==> src/rtl/vga_timing_pipe.sv <==
// ---------------------------------------------------------------------------
// vga_timing_pipe
//
// Pixel-timing and DAC output stage of the VGA path. It runs on the pixel
// clock. Free-running horizontal and vertical counters produce sync and
// blanking. The stage requests each active pixel from an upstream source
// that has a fixed 1-cycle read latency. The returned colour is registered
// into the DAC outputs so that it lines up exactly with sync and blank.
//
// Ports:
//   CLK          in   1   pixel clock
//   RST          in   1   asynchronous, active-high reset
//   PIX_REQ      out  1   counter position lies in the active area
//   PIX_X        out  XW  horizontal counter (driven during blanking as well)
//   PIX_Y        out  YW  vertical counter (driven during blanking as well)
//   FRAME_START  out  1   high for the single cycle at (0,0)
//   PIX_R/G/B    in   10  upstream colour, valid one cycle after PIX_REQ
//   VGA_HS       out  1   horizontal sync, active low
//   VGA_VS       out  1   vertical sync, active low
//   VGA_BLANK    out  1   1 = active video, 0 = blank (DAC BLANK_N)
//   VGA_R/G/B    out  10  DAC colour, forced to 0 outside active video
// ---------------------------------------------------------------------------
module vga_timing_pipe #(
  parameter int HDISP  = 640,
  parameter int HFP    = 16,
  parameter int HPULSE = 96,
  parameter int HBP    = 48,
  parameter int VDISP  = 480,
  parameter int VFP    = 11,
  parameter int VPULSE = 2,
  parameter int VBP    = 31,
  parameter int XW     = 11,
  parameter int YW     = 10
) (
  input  logic          CLK,
  input  logic          RST,
  output logic          PIX_REQ,
  output logic [XW-1:0] PIX_X,
  output logic [YW-1:0] PIX_Y,
  output logic          FRAME_START,
  input  logic [9:0]    PIX_R,
  input  logic [9:0]    PIX_G,
  input  logic [9:0]    PIX_B,
  output logic          VGA_HS,
  output logic          VGA_VS,
  output logic          VGA_BLANK,
  output logic [9:0]    VGA_R,
  output logic [9:0]    VGA_G,
  output logic [9:0]    VGA_B
);

  localparam int HTOTAL = HDISP + HFP + HPULSE + HBP;
  localparam int VTOTAL = VDISP + VFP + VPULSE + VBP;

  // The boundary constants are one bit wider than the counters. A boundary
  // that equals 2**XW (or 2**YW) then stays representable and does not wrap
  // to zero.
  localparam logic [XW:0] H_LAST     = (XW+1)'(HTOTAL - 1);
  localparam logic [XW:0] H_ACT_END  = (XW+1)'(HDISP);
  localparam logic [XW:0] HS_START   = (XW+1)'(HDISP + HFP);
  localparam logic [XW:0] HS_END     = (XW+1)'(HDISP + HFP + HPULSE);
  localparam logic [YW:0] V_LAST     = (YW+1)'(VTOTAL - 1);
  localparam logic [YW:0] V_ACT_END  = (YW+1)'(VDISP);
  localparam logic [YW:0] VS_START   = (YW+1)'(VDISP + VFP);
  localparam logic [YW:0] VS_END     = (YW+1)'(VDISP + VFP + VPULSE);

  logic [XW-1:0] hc;
  logic [YW-1:0] vc;
  logic [XW:0]   hc_ext;
  logic [YW:0]   vc_ext;
  logic          h_last;
  logic          v_last;
  logic          h_active;
  logic          v_active;
  logic          active;
  logic          hs_n;
  logic          vs_n;

  logic          hs_d;
  logic          vs_d;
  logic          act_d;

  // Position counters. vc advances only when hc wraps. Because of that,
  // vertical sync changes on line boundaries, at hc = 0.
  always_ff @(posedge CLK or posedge RST) begin
    if (RST) begin
      hc <= '0;
      vc <= '0;
    end else if (h_last) begin
      hc <= '0;
      if (v_last) begin
        vc <= '0;
      end else begin
        vc <= vc + 1'b1;
      end
    end else begin
      hc <= hc + 1'b1;
    end
  end

  // Combinational decode of the current counter state. This is the request
  // stage, and it is what the upstream pixel source sees this cycle.
  always_comb begin
    hc_ext   = {1'b0, hc};
    vc_ext   = {1'b0, vc};
    h_last   = (hc_ext == H_LAST);
    v_last   = (vc_ext == V_LAST);
    h_active = (hc_ext < H_ACT_END);
    v_active = (vc_ext < V_ACT_END);
    active   = h_active && v_active;
    hs_n     = !((hc_ext >= HS_START) && (hc_ext < HS_END));
    vs_n     = !((vc_ext >= VS_START) && (vc_ext < VS_END));
  end

  assign PIX_REQ     = active;
  assign PIX_X       = hc;
  assign PIX_Y       = vc;
  assign FRAME_START = (hc == '0) && (vc == '0);

  // Stage 1 holds the timing decode for one cycle. During that cycle the
  // upstream source fetches the colour for the same position.
  always_ff @(posedge CLK or posedge RST) begin
    if (RST) begin
      hs_d  <= 1'b1;
      vs_d  <= 1'b1;
      act_d <= 1'b0;
    end else begin
      hs_d  <= hs_n;
      vs_d  <= vs_n;
      act_d <= active;
    end
  end

  // Stage 2 registers sync, blank and colour together, so all DAC outputs
  // share the same 2-cycle latency. Colour is gated by the delayed active
  // flag. Data from upstream during blanking (often undefined) therefore
  // never reaches the DAC.
  always_ff @(posedge CLK or posedge RST) begin
    if (RST) begin
      VGA_HS    <= 1'b1;
      VGA_VS    <= 1'b1;
      VGA_BLANK <= 1'b0;
      VGA_R     <= '0;
      VGA_G     <= '0;
      VGA_B     <= '0;
    end else begin
      VGA_HS    <= hs_d;
      VGA_VS    <= vs_d;
      VGA_BLANK <= act_d;
      VGA_R     <= act_d ? PIX_R : '0;
      VGA_G     <= act_d ? PIX_G : '0;
      VGA_B     <= act_d ? PIX_B : '0;
    end
  end

endmodule

==> config.mk <==
export PLATFORM = sky130hd
export DESIGN_NAME = vga_timing_pipe
export DESIGN_NICKNAME = d
export VERILOG_FILES = /design/src/rtl/vga_timing_pipe.sv
export SDC_FILE = /design/constraint.sdc
export NUM_CORES = 1
export LEC_CHECK = 0
export ABC_AREA = 1
export BUFFER_PORTS_ARGS = -buffer_cell sky130_fd_sc_hd__buf_2
export CAP_MARGIN = 20
export CORE_MARGIN = 2
export CORE_UTILIZATION = 49
export CTS_CLUSTER_DIAMETER = 150
export DETAILED_ROUTE_END_ITERATION = 6
export GPL_TIMING_DRIVEN = 1
export PLACE_DENSITY = 0.79
export RECOVER_POWER = 25
export SYNTH_ARGS = -nofsm -noshare
export SYNTH_HDL_FRONTEND = slang
export SYNTH_SLANG_ARGS = --single-unit
==> constraint.sdc <==
create_clock -name CLK -period 2 [get_ports CLK]
set_input_delay 0.1 -clock CLK [delete_from_list [all_inputs] [get_ports CLK]]
set_output_delay 0.1 -clock CLK [all_outputs]
set_load 0.005 [all_outputs]
Yosys cells after proc, flatten, opt, wreduce, memory -nomap -nowiden
Index checks and enable logic that the tools add are counted.
{"block": "totals", "ff_bits": 57, "inputBits": 32, "word_cells": 34}
{"block": "op_classes", "n_addsub": 2, "magnitude_cmp": 6, "n_eq_ne": 2, "n_mux": 5, "reduce_logical": 8}
{"operator": "$mux 10", "count": 4}
{"operator": "$lt 11x10->1 const B", "count": 2}
{"operator": "$lt 10x9->1 const B", "count": 2}
{"operator": "$add 11x1->11 const B", "count": 1}
{"operator": "$eq 11x10->1 const B", "count": 1}
{"operator": "$ge 11x10->1 const B", "count": 1}
{"operator": "$logic_not 11->1", "count": 1}
{"operator": "$mux 11", "count": 1}
{"operator": "$add 10x1->10 const B", "count": 1}
{"operator": "$eq 10x10->1 const B", "count": 1}
{"operator": "$ge 10x9->1 const B", "count": 1}
{"operator": "$logic_not 10->1", "count": 1}
{"operator": "$logic_and 1x1->1", "count": 4}
{"operator": "$logic_not 1->1", "count": 2}

Longest topological paths before layout
{"block": "logic_depth", "word_depth": 3, "mapped_depth": 8, "ltp_nobuf": 8}

Least setup slack after synthesis
No wires, ideal clock.
{"block": "synth_path", "path_kind": "reg2reg", "startpoint": "reg hc[0], in the netlist PIX_X[0]", "endpoint": "reg vc[4], in the netlist PIX_Y[4]", "setup_time_ns": 0.121, "t_arrival_ns": 1.276, "required_ns": 1.879, "slack_ns": 0.602, "path_stages_with_launch": 9, "n_path_buf": 0, "synth_period_minus_slack_ns": 1.398, "cell_sequence": "dfrtp_1 > ha_1 > nand2_1 > nor2_2 > nand3_2 > nor2_8 > inv_2 > nand2_1 > o21ai_2"}
{"block": "synth_via", "elab_chain_len": 1}
{"element": "start: declaration", "line": "67", "source": "logic [XW-1:0] hc;"}
{"element": "start signal: assignment", "line": "97", "source": "hc <= hc + 1'b1;"}
{"element": "$eq 11x10->1", "line": "106", "source": "h_last = (hc_ext == H_LAST);"}
{"element": "end signal: assignment", "line": "94", "source": "vc <= vc + 1'b1;"}
{"element": "end: declaration", "line": "68", "source": "logic [YW-1:0] vc;"}
No other way between the ends.
A chain may end at the register's enable or synchronous reset.

Final worst setup path
{"block": "layout_path", "startpoint": "reg vc[0], in the netlist PIX_Y[0]", "endpoint": "out FRAME_START"}
{"block": "layout_via", "elab_chain_len": 2}
{"element": "$logic_not 10->1", "line": "118", "source": "assign FRAME_START = (hc == '0) && (vc == '0);"}
{"element": "$logic_and 1x1->1", "line": "118"}
{"element": "end: declaration", "line": "40", "source": "output logic FRAME_START,"}
No other way between the ends.

==> flow_metrics.tcl <==
set metrics [dict create \
    leakage_nw 1.92 \
    setup_viol 0 \
    port_buffers 87 \
    dp_cells 427 \
    htreeDepth 3 \
    startpoint_type "flip-flop" \
    worstPathRequired_ns 1.90 \
    ir_worst_vdd_uv 346 \
    synth_top_family_by_area "simple AND/OR/NAND/NOR gates" \
    hold_start "vs_d" \
    via_count 2199 \
    min_period_ns 1.69 \
    min_path_type "reg -> reg" \
    crit_arrival_ns 1.59 \
    fin_util 0.725 \
    route.detailed.drc 0 \
    final_cell_mix "buf_2, nand2_1, inv_1" \
    grt_pass1_vias 2039 \
    numCtsBuffers 9 \
    insertion_delay_ns 0.33 \
    diodes 0 \
    tns_ns 0 \
    drtIter0Drc 176 \
    seq_area_frac_synth 0.577 \
    timing.hold.ws_ns 0.354 \
    final_cells 474 \
    routabilityCongestion 0.916 \
    grt_overflow 0 \
    synth_fa_ha_area_frac 0.0252 \
    vias_per_cell 4.64 \
    maxSlewHeadroom 0.261 \
    fp-row-count 25 \
    syn_area_per_cell_um2 8.96 \
    yosys.area_share.xor_xnor 0.0318 \
    grt_pass1_wl_mm 9.13 \
    cts_root_buf "clkbuf_8" \
    die_w_um 75.2 \
    wl_mm 6.09 \
    synth_top_area_frac 0.535 \
    cp-startpoint "PIX_Y[0]" \
    fin_ws_ns 0.314 \
    synth_area_leaders "dfrtp_1, nand2_1, inv_1, dfstp_2, nor2_1" \
    critical-path-max-stage-delay_ns 0.44 \
    grt_use_total 0.221 \
    syn_nets 314 \
    synth_mux_area_frac 0 \
    crit_path_max_fanout 6 \
    antenna_found_initial 0 \
    status "finished clean" \
    final_area_um2 3490 \
    synth.distinct_cells 24 \
    grt_max_degree 32 \
    ys_ff_latch 57 \
    post-place-ws_ns 0.411 \
    slew_violations 0 \
    hold_viol_final 0 \
    wire_per_inst_um 12.8 \
    clock.fmax_mhz 593 \
    ys_warn_count 0 \
    netlist_area_um2 2480 \
    power_density_nw_per_um2 709 \
    io_pins 88 \
    die_height_um 75.2 \
    clk_pin_slew_ns 0.06 \
    crit_path_end_kind "output port" \
    place_area_um2 2990 \
    nNetsFinal 439 \
    max-cap-violations 0 \
    place_hpwl_mm 3.72 \
    clock_skew_ns 0.00789 \
    layout_commonest_cell "buf_2" \
    firstDrtPassIters 4 \
    antenna_left 0 \
    cp_slowest_cell "dfrtp_1" \
    crit_chain "inv_1, ha_1, nand3_1, nor2_1, nand3_1, nor2_1, buf_2" \
    timing.rr.start "PIX_X[0]" \
    tightestPinTransition_ns 1.11 \
    drive_above_1_share 0.253 \
    power.total_mw 2.48 \
    die_area_um2 5650 \
    core_um2 4820 \
    synth-compound-area-share 0.0378 \
    area_growth_pct 40.7 \
    initial_utilization 0.515 \
    synth_top_area_cell "dfrtp_1" \
    cts_sinks 57 \
    syn_inst 277 \
    worstSetupPathType "reg -> out" \
    clockBufferDepth 2 \
    post-route-period-util 0.843 \
    rsz0062_at_grt "no" \
    synth-simple-area-share 0.225 \
    cts_tree "done" \
]
-- final timing paths --
check	slack, ns	end	depth (start not counted)
min in group asynchronous	0.60	PIX_X[6]	3
min reg2reg	0.35	VGA_VS	0
min	0.35	VGA_VS	0
max	0.31	FRAME_START	7
max reg2reg	0.39	PIX_Y[6]	8
max in group asynchronous	0.61	vs_d	4
-- state kept, by name, summed over array words and instances, names as in the netlist --
| register | count |
|---|---|
| VGA_R | 10 |
| hs_d | 1 |
| VGA_B | 10 |
| VGA_BLANK | 1 |
| VGA_G | 10 |
| vs_d | 1 |
| VGA_VS | 1 |
| act_d | 1 |
| PIX_X | 11 |
| PIX_Y | 10 |
| VGA_HS | 1 |
-- cell type report --
class	count	area, um2
Multi-Input combinational cell	156	795
Inverter	59	221
Sequential cell	57	1430
Timing Repair Buffer	119	749
Tap cell	67	83.8
Fill cell	344	1330
Clock buffer	14	173
Clock inverter	2	37.5
-- power by group --
group          internal (mW)  total, mW  switching (mW)  leakage, nW
registers               1.18       1.19         0.00837        0.688
logic                 0.0919      0.166          0.0740         1.13
clock network          0.678       1.12           0.439        0.103
total                   1.95       2.48           0.521         1.92
-- metal layers --
metal / vias to the layer above / track usage / routed length, um
met5: - / 0 / 0
met2: 89 / 0.377 / 2880
met4: 0 / 0.0877 / 113
met1: 1011 / 0.264 / 2560
li1: 1086 / - / -
met3: 13 / 0.0656 / 533
-- synth_stat cells --
cell and count:
xor2_1 9, buf_8 1, nand3_1 15, nor2_1 24, a21oi_1 2, buf_4 1, ha_1 5, nand2_1 68
nor2_2 1, o21ai_2 3, nor4_1 2, inv_2 1, inv_1 58, dfrtp_1 53, nor2_4 1, a211oi_1 1
nand4_1 6, clkbuf_1 3, nand3_2 2, nor3_1 5, or2_2 1, o21ai_0 10, dfstp_2 4, nor2_8 1
-- critical path: cells and delay by family (launching register included) --
kind	cells	cell delay [ns]
flip-flops	1	0.44
adder cells (fa/ha/maj)	1	0.17
AND/OR/NAND/NOR	4	0.39
buffers and inverters	2	0.28
-- what timing repair did --
item | CTS | global route
setup buffers | 0 | 0
resized for setup | 0 | 0
hold buffers | 31 | 0
hold endpoints to repair | 55 | 0
-- cell families after synthesis --
| family | count (synthesis) |
|---|---|
| fa+ha+maj | 5 |
| flops | 57 |
| simple gates | 126 |
| buf+inv | 64 |
| xor+xnor | 9 |
| compound gates | 16 |
Note: power is estimated with default switching activity, not from simulation.
